[src/rtl/mem_bus_arbiter.sv]
// Two-master arbiter in front of a single-port memory slave: grants one access at a time,
// waits MEM_LATENCY cycles for the slave, then pulses a one-cycle ack to the owner.
module mem_bus_arbiter #(
    parameter int unsigned MEM_LATENCY = 1,
    parameter bit          FIXED_PRIO  = 1'b0
) (
    input  logic        iCLK,
    input  logic        iRST,
    input  logic        iM0Req,
    input  logic        iM0Write,
    input  logic [3:0]  iM0ByteEnable,
    input  logic [31:0] iM0Address,
    input  logic [31:0] iM0WriteData,
    output logic [31:0] oM0ReadData,
    output logic        oM0Ack,
    output logic        oM0Stall,
    input  logic        iM1Req,
    input  logic        iM1Write,
    input  logic [3:0]  iM1ByteEnable,
    input  logic [31:0] iM1Address,
    input  logic [31:0] iM1WriteData,
    output logic [31:0] oM1ReadData,
    output logic        oM1Ack,
    output logic        oSReadEnable,
    output logic        oSWriteEnable,
    output logic [3:0]  oSByteEnable,
    output logic [31:0] oSAddress,
    output logic [31:0] oSWriteData,
    input  logic [31:0] iSReadData,
    output logic        oBusy,
    output logic        oOwner
);

    typedef enum logic [1:0] {
        S_IDLE,
        S_ACCESS,
        S_RESPOND
    } state_e;

    localparam logic [3:0] CNT_INIT = 4'(MEM_LATENCY);

    state_e      state_q, state_d;
    logic [3:0]  cnt_q, cnt_d;
    logic        first_q, first_d;
    logic        owner_q, owner_d;
    logic        last_owner_q, last_owner_d;
    logic        wr_q, wr_d;
    logic [3:0]  be_q, be_d;
    logic [31:0] addr_q, addr_d;
    logic [31:0] wdata_q, wdata_d;
    logic [31:0] rdata0_q, rdata0_d;
    logic [31:0] rdata1_q, rdata1_d;

    logic any_req;
    logic winner;

    assign any_req = iM0Req | iM1Req;
    // On a tie the master that did not win last time goes next, unless M0 has fixed priority.
    assign winner  = (iM0Req & iM1Req) ? (FIXED_PRIO ? 1'b0 : ~last_owner_q) : iM1Req;

    always_comb begin
        // NOTE: every _d gets its hold value first so no path through the case infers a latch.
        state_d      = state_q;
        cnt_d        = cnt_q;
        first_d      = first_q;
        owner_d      = owner_q;
        last_owner_d = last_owner_q;
        wr_d         = wr_q;
        be_d         = be_q;
        addr_d       = addr_q;
        wdata_d      = wdata_q;
        rdata0_d     = rdata0_q;
        rdata1_d     = rdata1_q;

        case (state_q)
            S_IDLE: begin
                if (any_req) begin
                    state_d      = S_ACCESS;
                    cnt_d        = CNT_INIT;
                    first_d      = 1'b1;
                    owner_d      = winner;
                    last_owner_d = winner;
                    wr_d         = winner ? iM1Write      : iM0Write;
                    be_d         = winner ? iM1ByteEnable : iM0ByteEnable;
                    addr_d       = winner ? iM1Address    : iM0Address;
                    wdata_d      = winner ? iM1WriteData  : iM0WriteData;
                end
            end
            S_ACCESS: begin
                first_d = 1'b0;
                cnt_d   = cnt_q - 4'd1;
                if (cnt_q == 4'd1) begin
                    state_d = S_RESPOND;
                    if (!wr_q) begin
                        if (owner_q) rdata1_d = iSReadData;
                        else         rdata0_d = iSReadData;
                    end
                end
            end
            S_RESPOND: state_d = S_IDLE;
            default:   state_d = S_IDLE;
        endcase
    end

    always_ff @(posedge iCLK) begin
        // NOTE: non-blocking assignments so every register samples pre-edge values.
        if (iRST) begin
            state_q      <= S_IDLE;
            cnt_q        <= 4'd0;
            first_q      <= 1'b0;
            owner_q      <= 1'b0;
            last_owner_q <= 1'b1;
            wr_q         <= 1'b0;
            be_q         <= 4'd0;
            addr_q       <= 32'd0;
            wdata_q      <= 32'd0;
            rdata0_q     <= 32'd0;
            rdata1_q     <= 32'd0;
        end else begin
            state_q      <= state_d;
            cnt_q        <= cnt_d;
            first_q      <= first_d;
            owner_q      <= owner_d;
            last_owner_q <= last_owner_d;
            wr_q         <= wr_d;
            be_q         <= be_d;
            addr_q       <= addr_d;
            wdata_q      <= wdata_d;
            rdata0_q     <= rdata0_d;
            rdata1_q     <= rdata1_d;
        end
    end

    assign oSReadEnable  = (state_q == S_ACCESS) & ~wr_q;
    // Strobe the write only once per transaction even when the slave is slow.
    assign oSWriteEnable = (state_q == S_ACCESS) & wr_q & first_q;
    assign oSByteEnable  = be_q;
    assign oSAddress     = addr_q;
    assign oSWriteData   = wdata_q;
    assign oM0Ack        = (state_q == S_RESPOND) & ~owner_q;
    assign oM1Ack        = (state_q == S_RESPOND) &  owner_q;
    assign oM0Stall      = iM0Req & ~oM0Ack;
    assign oM0ReadData   = rdata0_q;
    assign oM1ReadData   = rdata1_q;
    assign oBusy         = (state_q != S_IDLE);
    assign oOwner        = owner_q;

endmodule

[config.mk]
export PLATFORM = sky130hd
export DESIGN_NAME = mem_bus_arbiter
export DESIGN_NICKNAME = d
export VERILOG_FILES = /design/src/rtl/mem_bus_arbiter.sv
export SDC_FILE = /design/constraint.sdc
export NUM_CORES = 1
export LEC_CHECK = 0
export ABC_AREA = 1
export ABC_CLOCK_PERIOD_IN_PS = 2600
export BUFFER_PORTS_ARGS = -buffer_cell sky130_fd_sc_hd__clkbuf_2
export CORE_MARGIN = 8
export CORE_UTILIZATION = 50
export DETAILED_ROUTE_END_ITERATION = 16
export PLACE_DENSITY = 0.9
export RECOVER_POWER = 25
export SYNTH_ARGS = -nofsm -noshare
export SYNTH_HDL_FRONTEND = slang
export SYNTH_SLANG_ARGS = --single-unit
[constraint.sdc]
create_clock -name iCLK -period 2.6 [get_ports iCLK]
set_input_delay 0.13 -clock iCLK [delete_from_list [all_inputs] [get_ports iCLK]]
set_output_delay 0.13 -clock iCLK [all_outputs]
set_load 0.02 [all_outputs]
# Yosys cells after proc, flatten, opt, wreduce, memory -nomap -nowiden
# Cells that the tools add are included.
dict set report op_classes {
  reduce_logical 8
  add_sub_neg 1
  order_cmp 0
  shifts 0
  eq_ne 5
  bitwise 12
  n_mux 12
  mul 0
  div 0
}
# op count
set op_table {}
lappend op_table {{32-bit two-way mux} 2}
lappend op_table {{4-bit two-way mux} 2}
lappend op_table {{4-bit one-hot mux with 2 select lines} 1}
lappend op_table {{4-bit AND reduction} 2}
lappend op_table {{1-bit bitwise AND} 7}
lappend op_table {{2-bit AND reduction} 3}
lappend op_table {{4-bit by 1-bit equality test with 1-bit output, second input constant} 1}
lappend op_table {{2-bit two-way mux} 2}
lappend op_table {{2-bit inequality test, second input constant} 2}
lappend op_table {{1-bit NOT} 4}
lappend op_table {{2-bit one-hot mux with 2 select lines} 1}
lappend op_table {{2-bit nonzero test} 2}
lappend op_table {{4-bit by 1-bit subtractor with 4-bit output, second input constant} 1}
lappend op_table {{1-bit two-way mux} 3}
lappend op_table {{2-bit by 1-bit equality test with 1-bit output, second input constant} 1}
lappend op_table {{2-bit equality test, second input constant} 1}
lappend op_table {{2-bit zero test} 1}
lappend op_table {{1-bit one-hot mux with 2 select lines} 1}
lappend op_table {{1-bit bitwise OR} 1}
dict set report totals {
  register_bits 142
  memories 0
  latch_bits 0
  input_bits 174
  mem_bits_ro 0
  output_inout_bits 139
  ram_bits 0
}

# Depth between registers and ports, before layout
# Gate-level depths: netlist of the first run.
dict set report depth {
  depth_word 4
  ltp_mapped 8
}

# Least setup slack after synthesis of the first run
# No wires, ideal clock.
dict set report synth_timing {
  kind {flip-flop to flip-flop}
  start {register cnt_q[1]}
  end {register rdata1_q[22], in the netlist oM1ReadData[22]}
  path_stages_with_launch 9
  path_buffers 2
  setup_slack_ns 1.267
  arrival_time_ns 1.218
  period_less_slack_ns 1.333
  required_time_ns 2.485
  cell_sequence {dfxtp_1 -> inv_1 -> ha_1 -> nand3_2 -> inv_2 -> buf_2 -> buf_4 -> a21oi_1 -> nor2_1}
}
dict set report synth_via {
  elab_chain_cells 2
}
# item line_no
set synth_lines {}
lappend synth_lines {{start: declaration} 43} ;# logic [3:0] cnt_q, cnt_d;
lappend synth_lines {{start signal: assignment} 121} ;# cnt_q <= cnt_d;
lappend synth_lines {{4-bit by 1-bit equality test with 1-bit output} 92} ;# if (cnt_q == 4'd1) begin
lappend synth_lines {{4-bit AND reduction (no line)} n/a}
lappend synth_lines {{end signal: assignment} 130} ;# rdata1_q <= rdata1_d;
lappend synth_lines {{end: declaration} 52} ;# logic [31:0] rdata1_q, rdata1_d;
# Every way passes these cells.
# A chain may end at the register's enable or synchronous reset.

# Worst setup path after layout of the first run
dict set report layout_timing {
  start {register state_q[1]}
  end {register addr_q[4], in the netlist oSAddress[4]}
}
dict set report layout_via {
  elab_chain_cells 2
}
# item line_no
set layout_lines {}
lappend layout_lines {{start: declaration} 42} ;# state_e state_q, state_d;
lappend layout_lines {{start signal: assignment} 120} ;# state_q <= state_d;
lappend layout_lines {{2-bit zero test} 75} ;# case (state_q)
lappend layout_lines {{2-bit AND reduction (no line)} n/a}
lappend layout_lines {{end signal: assignment} 127} ;# addr_q <= addr_d;
lappend layout_lines {{end: declaration} 49} ;# logic [31:0] addr_q, addr_d;
# Every way passes these cells.

==> summary.txt, run 1 <==
Route
  • Met2 wire length: 12300 µm
  • Detailed Route Iter0 Violations: 938
  • Overall routed net length: 27100 µm
  • Vias/cell: 5.58
  • Post-DRT Antenna Nets: 0
  • Wire length on met1: 9040 µm
  • Via count: 8151
  • First-pass DRT Iterations: 9
  • Drt drc: 0
  • Met3 routed WL: 3300 µm
  • Wire per inst: 18.5 µm
  • Highest metal used: met4

STA
  • FMAX: 0.423 GHz
  • Fin crit share: 90.9%
  • Final setup fails: 0
  • Final-report hold violation count: 0
  • Clk_skew: 9.10 ps
  • Minimum clock period after layout: 2360 ps
  • RSZ-0062 raised after global routing: no
  • Final setup margin: 238 ps
  • Fin Setup TNS: 0 ps
  • Final Slew Violations: 0
  • Max_slew headroom: 48.6%
  • Slew of the pin with the lowest slew margin: 770 ps

Finish
  • Filler Cells Inserted: 835
  • Fin util: 75.3%
  • Syn-to-layout area delta: 46.2%
  • Layout cell share with drive strength beyond 1: 22.9%
  • Reg area: 2840 µm²
  • Final nets: 1453
  • Layout Cells excl Fill: 1460
  • Area occupied by multi-input gates: 2840 µm²

Power
  • Power density cells: 848 nW/µm²
  • Worst IR Drop VDD: 0.471 mV
  • Power, Total: 7.73 mW
  • Leak: 4.55 nW

Synth
  • Compound-gate portion of the synthesized area: 14.6%
  • Post-synth ARST share: 0%
  • Synth top area cells: dfxtp_1, nand2_1, nor2_1, a21oi_1, nand3_1
  • Post-synth cell types: 23
  • Post-Synth Simple-Gate Area: 30.2%
  • Share of the synthesized area in the top cell type: 45.6%
  • Syn_area_per_cell: 6.76 µm²
  • Commonest register cell after synthesis: dfxtp_1
  • Post-synthesis mux area share: 0%
  • Synth cell count leaders: nand2_1, nor2_1, dfxtp_1, a21oi_1, nand3_1
  • Syn nets: 1098
  • Synth area leader: dfxtp_1
  • Ys Warns: 0
  • Largest family of logic cells by synthesized area: simple AND/OR/NAND/NOR gates
  • Synthesis-stage register bit count: 142
  • Number of flops mapped to enable cells by yosys: 0
  • Synthesized instance count: 922
  • Mapped Area: 6240 µm²
  • Synth Area in Adders: 0.401%
  • Most numerous cell in the Yosys netlist: nand2_1
  • Synth Area in XOR/XNOR: 0%
  • Seq/Total Area, Yosys: 45.6%

Placement
  • GPL Wtd Cong: 0.837
  • Cell total after placement: 1350
  • Dpl ws: 887 ps
  • IO Port Bufs: 312
  • Dpl hpwl: 15700 µm

CTS
  • Clk slew on worst S/H paths: 60 ps
  • Skew-Pair Late Insertion Delay: 420 ps
  • Inserted Clock Buffers: 17
  • Clock net sink count: 142
  • CTS tree: built
  • Setup bufs post-CTS: 0
  • Post-cts resize count: 0
  • H-tree depth: 4
  • Clock Tree Buf Depth: 2
  • Root buf cell: clkbuf_16

Outcome
  • Outcome: completed

Global route
  • Initial antenna violation count: 2
  • Vias in the first global route: 7918
  • Tot GR Track Use: 31.9%
  • First-pass GRT wire length: 41200 µm
  • Total gr overflow: 0
  • Largest net degree at the start of global routing: 71

Worst setup path
  • Reg2Reg Setup Slack: 240 ps
  • Critical path data required time: 2900 ps
  • Crit Path Category: register to register
  • Critical R2R Launch: state_q[1]$_SDFFE_PP0P_
  • R2R depth: 8
  • FF-to-FF End: oSAddress[4]$_SDFFE_PP0P_
  • Crit. Startpoint: state_q[1]$_SDFFE_PP0P_
  • Setup crit end: oSAddress[4]$_SDFFE_PP0P_
  • Worst Path Arrival: 2660 ps
  • Critical Path Start Type: register
  • Critical Path End Type: register
  • CP Max Fanout: 27

Floorplanning
  • Boundary Pins: 313
  • Core area: 12100 µm²
  • Die H: 128 µm
  • Initial core utilization: 51.5%
  • Row cnt: 40
  • Die area: 16300 µm²
  • Die Span X: 128 µm

Worst hold path
  • Worst Hold Class: primary input to register

Run
  • MaxCap Viol Count: 0
how the worst min path moves through the flow:
| stage | start | to | cells after the start |
|---|---|---|---|
| after floorplan | iRST | first_q$_SDFFE_PP0P_ | 1 |
| after global placement | iM1Address[29] | oSAddress[29]$_SDFFE_PP0P_ | 3 |
| after detailed placement | iM1WriteData[21] | oSWriteData[21]$_SDFFE_PP0P_ | 3 |
| after CTS | iM0WriteData[18] | oSWriteData[18]$_SDFFE_PP0P_ | 5 |
| after global routing | iM1WriteData[11] | oSWriteData[11]$_SDFFE_PP0P_ | 5 |
| final | iM0Address[24] | oSAddress[24]$_SDFFE_PP0P_ | 5 |
through the flow:
stage	hold WS, ps	area, µm²
2_1_floorplan	199	6240
3_3_place_gp	351	7860
3_5_place_dp	360	7860
4_1_cts	0.775	9200
5_1_grt	47.9	9120
6_report	20.2	9120
logic make-up (layout without fill, tap and decap cells):
family,Yosys count,after routing
other cells,0,2
compound gates,180,180
simple gates,469,469
fa+ha+maj,2,2
buf+inv,129,497
flops,142,142
area by class of cell:
class	instances	area share, %
flip-flops and latches	142	31.2
multi-input cells	651	31.1
repair buffers	402	26.3
clock buffers	25	5.21
inverters	63	2.61
well taps	168	2.30
clock inverters	7	1.21
diodes	2	0.0549
critical path, stage by stage, from the launching register on:
cell and delay [ps]:
dfxtp_1 360, inv_2 100, nand2_2 70, nor2_4 560, buf_4 310, nand2_1 80
a21oi_1 120, dlygate4sd3_1 580, nor2_1 50
layout by cell type, fill, tap and decap left out, drive strengths merged:
cell type    instances
a21oi              105
nor2               161
dlygate4sd3         76
clkinv               5
o21ai               72
nand3               71
buf                 14
bufinv               3
nand2              236
clkbuf             337
o22ai                2
diode                2
dfxtp              142
inv                 62
ha                   2
nand4                1
o21bai               1
timing repair:
| action | CTS | global route |
|---|---|---|
| hold buffers | 76 | 0 |
| setup endpoints to repair | 0 | 0 |
| endpoints found under the hold margin | 72 | 0 |
power breakdown:
| part | internal [mW] | total (mW) | switching (mW) |
|---|---|---|---|
| logic | 0.804 | 2.55 | 1.75 |
| registers | 2.52 | 2.73 | 0.211 |
| clock network | 1.55 | 2.45 | 0.897 |
sequential cells by signal, summed over array words and instances (netlist names):
signal	flops
oSByteEnable	4
oM1ReadData	32
first_q	1
oOwner	1
wr_q	1
last_owner_q	1
oSAddress	32
cnt_q	4
oSWriteData	32
state_q	2
oM0ReadData	32
per-layer routing:
metal | GRT usage, % | up-vias
met5 | 0 | -
met4 | 27.3 | 0
met3 | 10.7 | 198
met2 | 51.9 | 700
met1 | 32.9 | 3612
li1 | - | 3641
Power figures use the tool's default switching activity.
==> run 2: changes to the inputs <==
- ABC_CLOCK_PERIOD_IN_PS: 2600 -> 2350
- CORE_UTILIZATION: 50 -> 35
- PLACE_DENSITY: 0.9 -> 0.68
- clock period: 2.6 -> 2.35 ns (I/O delays scaled with it)
==> run 2 against run 1 <==
Clock skew increased by 1.2 ps. Clock power increased by 18%. Sequential share of layout area is 1.4 points lower. Wire length is 14% lower. Combinational power is 11% higher. Non-clock buffer count rose by 33. Die area grew 37%.
==> summary.txt, run 2 (synthesis results as in run 1) <==
Finish
  • Syn-to-layout area delta: 53.2%
  • Layout Cells excl Fill: 1552
  • Most frequent cells in the layout: clkbuf_2, nand2_1, nor2_1, dfxtp_1, dlygate4sd3_1
  • Cell area after layout: 9550 µm²
  • Reg area: 2840 µm²
  • Layout cell share with drive strength beyond 1: 22.7%
  • Filler Cells Inserted: 1703
  • Final nets: 1486
  • Area occupied by multi-input gates: 2840 µm²
  • Commonest non-fill, non-tap cell in the layout: clkbuf_2

Global route
  • First-pass GRT wire length: 36400 µm
  • Vias in the first global route: 7112
  • Tot GR Track Use: 20.1%
  • Largest net degree at the start of global routing: 77
  • Initial antenna violation count: 1
  • Total gr overflow: 0

Power
  • Leak: 4.75 nW
  • Switching share of power: 35.0%
  • Power, Total: 8.70 mW
  • Seq pwr share: 34.4%
  • Clk pwr share: 33.3%
  • P_sw: 3.05 mW
  • Worst IR Drop VDD: 0.512 mV
  • Power density cells: 910 nW/µm²
  • Comb pwr share: 32.4%
  • Internal: 5.65 mW

STA
  • Minimum clock period after layout: 2160 ps
  • FMAX: 0.463 GHz
  • Fin crit share: 91.9%
  • Fin Setup TNS: 0 ps
  • Final setup fails: 0
  • Max_slew headroom: 59.9%
  • RSZ-0062 raised after global routing: no
  • Final-report hold violation count: 0
  • Final setup margin: 189 ps
  • Final Slew Violations: 0
  • Slew of the pin with the lowest slew margin: 601 ps
  • Clk_skew: 10.3 ps

Floorplanning
  • Boundary Pins: 313
  • Core area: 17700 µm²
  • Initial core utilization: 35.2%
  • Row cnt: 49
  • Die area: 22300 µm²
  • Die H: 149 µm
  • Die Span X: 149 µm

CTS
  • CTS tree: built
  • Root buf cell: clkbuf_16
  • Inserted Clock Buffers: 17
  • Clk slew on worst S/H paths: 60 ps
  • Clock net sink count: 142
  • Setup bufs post-CTS: 0
  • Clock Tree Buf Depth: 2
  • Skew-Pair Late Insertion Delay: 410 ps
  • H-tree depth: 4

Worst setup path
  • Critical Path End Type: register
  • FF-to-FF End: oSAddress[0]$_SDFFE_PP0P_
  • Critical path data required time: 2690 ps
  • R2R depth: 8
  • Critical Path Start Type: register
  • Reg2Reg Setup Slack: 190 ps
  • Crit Path Category: register to register
  • Critical R2R Launch: last_owner_q$_SDFFE_PP1P_
  • CP Max Fanout: 46
  • Worst Path Arrival: 2500 ps
  • Setup crit end: oSAddress[0]$_SDFFE_PP0P_
  • Crit. Startpoint: last_owner_q$_SDFFE_PP1P_

Route
  • First-pass DRT Iterations: 5
  • Vias/cell: 4.68
  • Drt drc: 0
  • Wire per inst: 15.0 µm
  • Overall routed net length: 23300 µm
  • Via count: 7263
  • Post-DRT Antenna Nets: 0
  • Detailed Route Iter0 Violations: 484

Worst hold path
  • Worst Hold Class: primary input to register

Placement
  • Dpl ws: 663 ps
  • Cell total after placement: 1412
  • Dpl hpwl: 15500 µm
  • GPL Wtd Cong: 0.785
  • Post-DP Area: 7930 µm²
  • IO Port Bufs: 312

Run
  • MaxCap Viol Count: 0

Outcome
  • Outcome: completed
==> run 2: worst min path at each step <==
stage          slack [ps]                      endpoint  depth (start not counted)             start
2_1_floorplan         190          first_q$_SDFFE_PP0P_                          1              iRST
3_3_place_gp          340    oSAddress[26]$_SDFFE_PP0P_                          3    iM1Address[26]
3_5_place_dp          350    oSAddress[31]$_SDFFE_PP0P_                          3    iM1Address[31]
4_1_cts               0.6  oSWriteData[30]$_SDFFE_PP0P_                          5  iM0WriteData[30]
5_1_grt                20  oSWriteData[11]$_SDFFE_PP0P_                          5  iM1WriteData[11]
6_report               20  oSWriteData[12]$_SDFFE_PP0P_                          5  iM1WriteData[12]
==> run 2: power groups by stage <==
stage,Combinational (mW),Sequential [mW],Clock (mW)
after global placement,2.53,3.02,0
after global routing,3.09,3.04,3.07
after CTS,2.83,2.98,2.96
after detailed placement,2.54,3.03,0
final,2.82,2.99,2.89
after floorplan,1.30,3.43,0
==> run 2: cell type report <==
class	count	area share, %
sequential	142	29.8
multi-input combinational	651	29.7
timing repair buffer	435	28.4
clock buffer	21	4.92
tap	229	3.00
inverter	63	2.49
clock inverter	10	1.68
antenna	1	0.0262
==> run 2: worst max-delay path: stages, from the launching register on <==
cell	delay [ps]
dfxtp_1	390
nand2_1	80
nand2_2	380
buf_12	280
nand2_1	90
nand2_1	80
a21oi_1	50
dlygate4sd3_1	590
nor2_1	130
==> run 2: layer usage <==
metal	track usage [%]	wire, µm	vias to the layer above	part of all wire, %
met3	7.26	2100	37	9.0
met5	0	0	-	0
met4	8.53	714	0	3.1
met1	22.8	9440	3216	40
met2	33.7	11100	312	47
li1	-	-	3698	-
==> run 2: through the flow <==
step           utilization [%]  hold slack (ps)
2_1_floorplan                -              187
3_3_place_gp              44.7              340
3_5_place_dp              44.7              347
4_1_cts                   54.4            0.596
5_1_grt                   53.9             19.9
6_report                  53.9             22.0
==> run 2: what timing repair did <==
action                                 4_1_cts  5_1_grt
gates resized for setup                      0        0
hold buffers                               108        0
endpoints found under the hold margin       72        0
==> run 3: changes to the inputs <==
- ABC_AREA: 1 -> unset
==> run 3 against run 2 <==
Worst hold slack got worse by 2.2 ps. Wire length increased by 1.4%. Sequential share of layout area down 1.6 points. Largest power group unchanged. Critical path type unchanged. Die area down 0.97%. Sequential cell count stayed put. Clock power decreased by 5%. Largest cell class is now non-clock buffers. Register-to-register slack better by 60 ps.
==> summary.txt, run 3 <==
STA
  • Max_slew headroom: 58.3%
  • Final setup margin: 253 ps
  • Final setup fails: 0
  • Fin Setup TNS: 0 ps
  • Fin crit share: 89.3%
  • Final hold slack: 19.8 ps
  • Clk_skew: 8.95 ps
  • Final Slew Violations: 0
  • RSZ-0062 raised after global routing: no
  • FMAX: 0.477 GHz
  • Slew of the pin with the lowest slew margin: 625 ps
  • Final-report hold violation count: 0
  • Minimum clock period after layout: 2100 ps

Placement
  • Dpl hpwl: 14600 µm
  • IO Port Bufs: 312
  • Dpl ws: 278 ps
  • Cell total after placement: 1176
  • GPL Wtd Cong: 0.754

CTS
  • Clock net sink count: 142
  • Inserted Clock Buffers: 17
  • Setup bufs post-CTS: 0
  • Skew-Pair Late Insertion Delay: 420 ps
  • Root buf cell: clkbuf_16
  • CTS tree: built
  • Clk slew on worst S/H paths: 60 ps
  • Clock Tree Buf Depth: 2
  • H-tree depth: 4

Finish
  • Final nets: 1315
  • Layout cell share with drive strength beyond 1: 25.5%
  • Syn-to-layout area delta: 63.7%
  • Commonest non-fill, non-tap cell in the layout: clkbuf_2
  • Fin util: 58.6%
  • Ant. Diodes: 0
  • Layout Cells excl Fill: 1377
  • Most frequent cells in the layout: clkbuf_2, dlygate4sd3_1, nand2_1, dfxtp_1, nand2b_1

Floorplanning
  • Die Span X: 149 µm
  • Die H: 149 µm
  • Initial core utilization: 35.8%
  • Core area: 17200 µm²
  • Row cnt: 48
  • Die area: 22100 µm²
  • Boundary Pins: 313

Synth
  • Share of the synthesized area in the top cell type: 46.1%
  • Synth area leader: dfxtp_1
  • Seq/Total Area, Yosys: 46.1%
  • Synthesized instance count: 690
  • Synthesis-stage register bit count: 142
  • Mapped Area: 6170 µm²
  • Synth top area cells: dfxtp_1, mux2i_1, nand2b_1, a311oi_1, nand2_1
  • Syn nets: 866
  • Commonest register cell after synthesis: dfxtp_1
  • Synth cell count leaders: nand2_1, dfxtp_1, nand2b_1, a21oi_1, a311oi_1
  • Most numerous cell in the Yosys netlist: nand2_1
  • Post-synth ARST share: 0%
  • Ys Warns: 0
  • Syn_area_per_cell: 8.94 µm²
  • Post-synth cell types: 32
  • Number of flops mapped to enable cells by yosys: 0

Route
  • Post-DRT Antenna Nets: 0
  • First-pass DRT Iterations: 4
  • Drt drc: 0
  • Vias/cell: 5.05
  • Via count: 6956
  • Overall routed net length: 23700 µm
  • Wire per inst: 17.2 µm
  • Detailed Route Iter0 Violations: 395

Worst setup path
  • Critical Path Slowest Stage Cell: or4_4
  • Critical Path Start Type: register
  • Worst Path Arrival: 2370 ps
  • Critical Path End Type: register
  • CP peak stage delay: 720 ps
  • Crit Path Category: register to register
  • Critical path data required time: 2620 ps
  • CP Cell Sequence: ha_1, or3b_4, or4_4, mux2i_1
  • CP Max Fanout: 32

Global route
  • Vias in the first global route: 7254
  • Total gr overflow: 0
  • Largest net degree at the start of global routing: 76
  • First-pass GRT wire length: 37400 µm
  • Initial antenna violation count: 1
  • Tot GR Track Use: 20.8%

Power
  • Leak: 4.62 nW
  • Worst IR Drop VDD: 0.480 mV
  • Power density cells: 722 nW/µm²

Outcome
  • Outcome: completed

Run
  • MaxCap Viol Count: 0

Worst hold path
  • Worst Hold Class: primary input to register
run 3: cell count changes after synthesis, sizes merged, moves of 3 or more:
cell	delta
nor2	-156
a311oi	+69
clkbuf	+36
o21ai	-71
mux2i	+64
buf	-37
nand2	-93
nand2b	+98
nor2b	+3
a21oi	-30
inv	-59
nand3	-71
run 3: power breakdown:
| part | internal [mW] | leakage, nW | switching, mW |
|---|---|---|---|
| combinational | 0.810 | 3.18 | 0.980 |
| clock | 1.68 | 0.281 | 1.07 |
| sequential | 2.62 | 1.16 | 0.129 |
| total | 5.11 | 4.62 | 2.18 |
run 3: critical path, delay by kind of cell, from the launching register on:
| family | cells | cell delay [ps] |
|---|---|---|
| AND/OR/NAND/NOR | 2 | 1130 |
| flip-flops | 1 | 410 |
| multiplexers | 1 | 210 |
| adder cells (fa/ha/maj) | 1 | 170 |
run 3: worst paths after layout:
check | from | to | slack [ps] | cells past startpoint
min | iSReadData[11] | oM1ReadData[11]$_SDFFE_PP0P_ | 20 | 3
max | cnt_q[0]$_SDFFE_PP0P_ | oM1ReadData[3]$_SDFFE_PP0P_ | 250 | 4
max reg2reg | cnt_q[0]$_SDFFE_PP0P_ | oM1ReadData[3]$_SDFFE_PP0P_ | 250 | 4
min reg2reg | first_q$_SDFFE_PP0P_ | first_q$_SDFFE_PP0P_ | 460 | 2
run 3: routing by layer:
metal  up-vias  GRT usage, %  share of wire [%]
met3        65          7.68                9.3
met2       354          34.0                 47
met5         -             0              0.068
met1      3224          23.5                 40
li1       3311             -                  -
met4         2          10.4                3.7
run 3: timing repair:
item / 4_1_cts / 5_1_grt
resized for setup: 0 / 1
hold buffers: 169 / 0
setup endpoints to repair: 0 / 1
hold endpoints to repair: 131 / 0
run 3: logic make-up after synthesis:
kind of cell | count (synthesis) | share of synthesized area [%]
adders and majority gates | 2 | 0.406
DFF | 142 | 46.1
xor gates and xnor gates | 1 | 0.142
AOI/OAI and AO/OA | 150 | 16.7
and+or+nand+nor | 261 | 20.9
buffers and inverters | 69 | 5.21
muxes | 65 | 10.6
run 3: cell type report:
cell class	count	area [µm²]
clock buffers	20	437
flip-flops and latches	142	2840
well taps	225	282
inverters	4	15.0
fillers	1483	7140
repair buffers	495	3330
multi-input cells	479	3030
clock inverters	12	161
run 3: per-stage QoR:
step / total power [mW] / cell area, µm²
2_1_floorplan: 3.65 / 6170
6_report: 7.29 / 10100
3_5_place_dp: 4.22 / 7890
4_1_cts: 7.34 / 10200
5_1_grt: 7.62 / 10100
3_3_place_gp: 4.21 / 7890
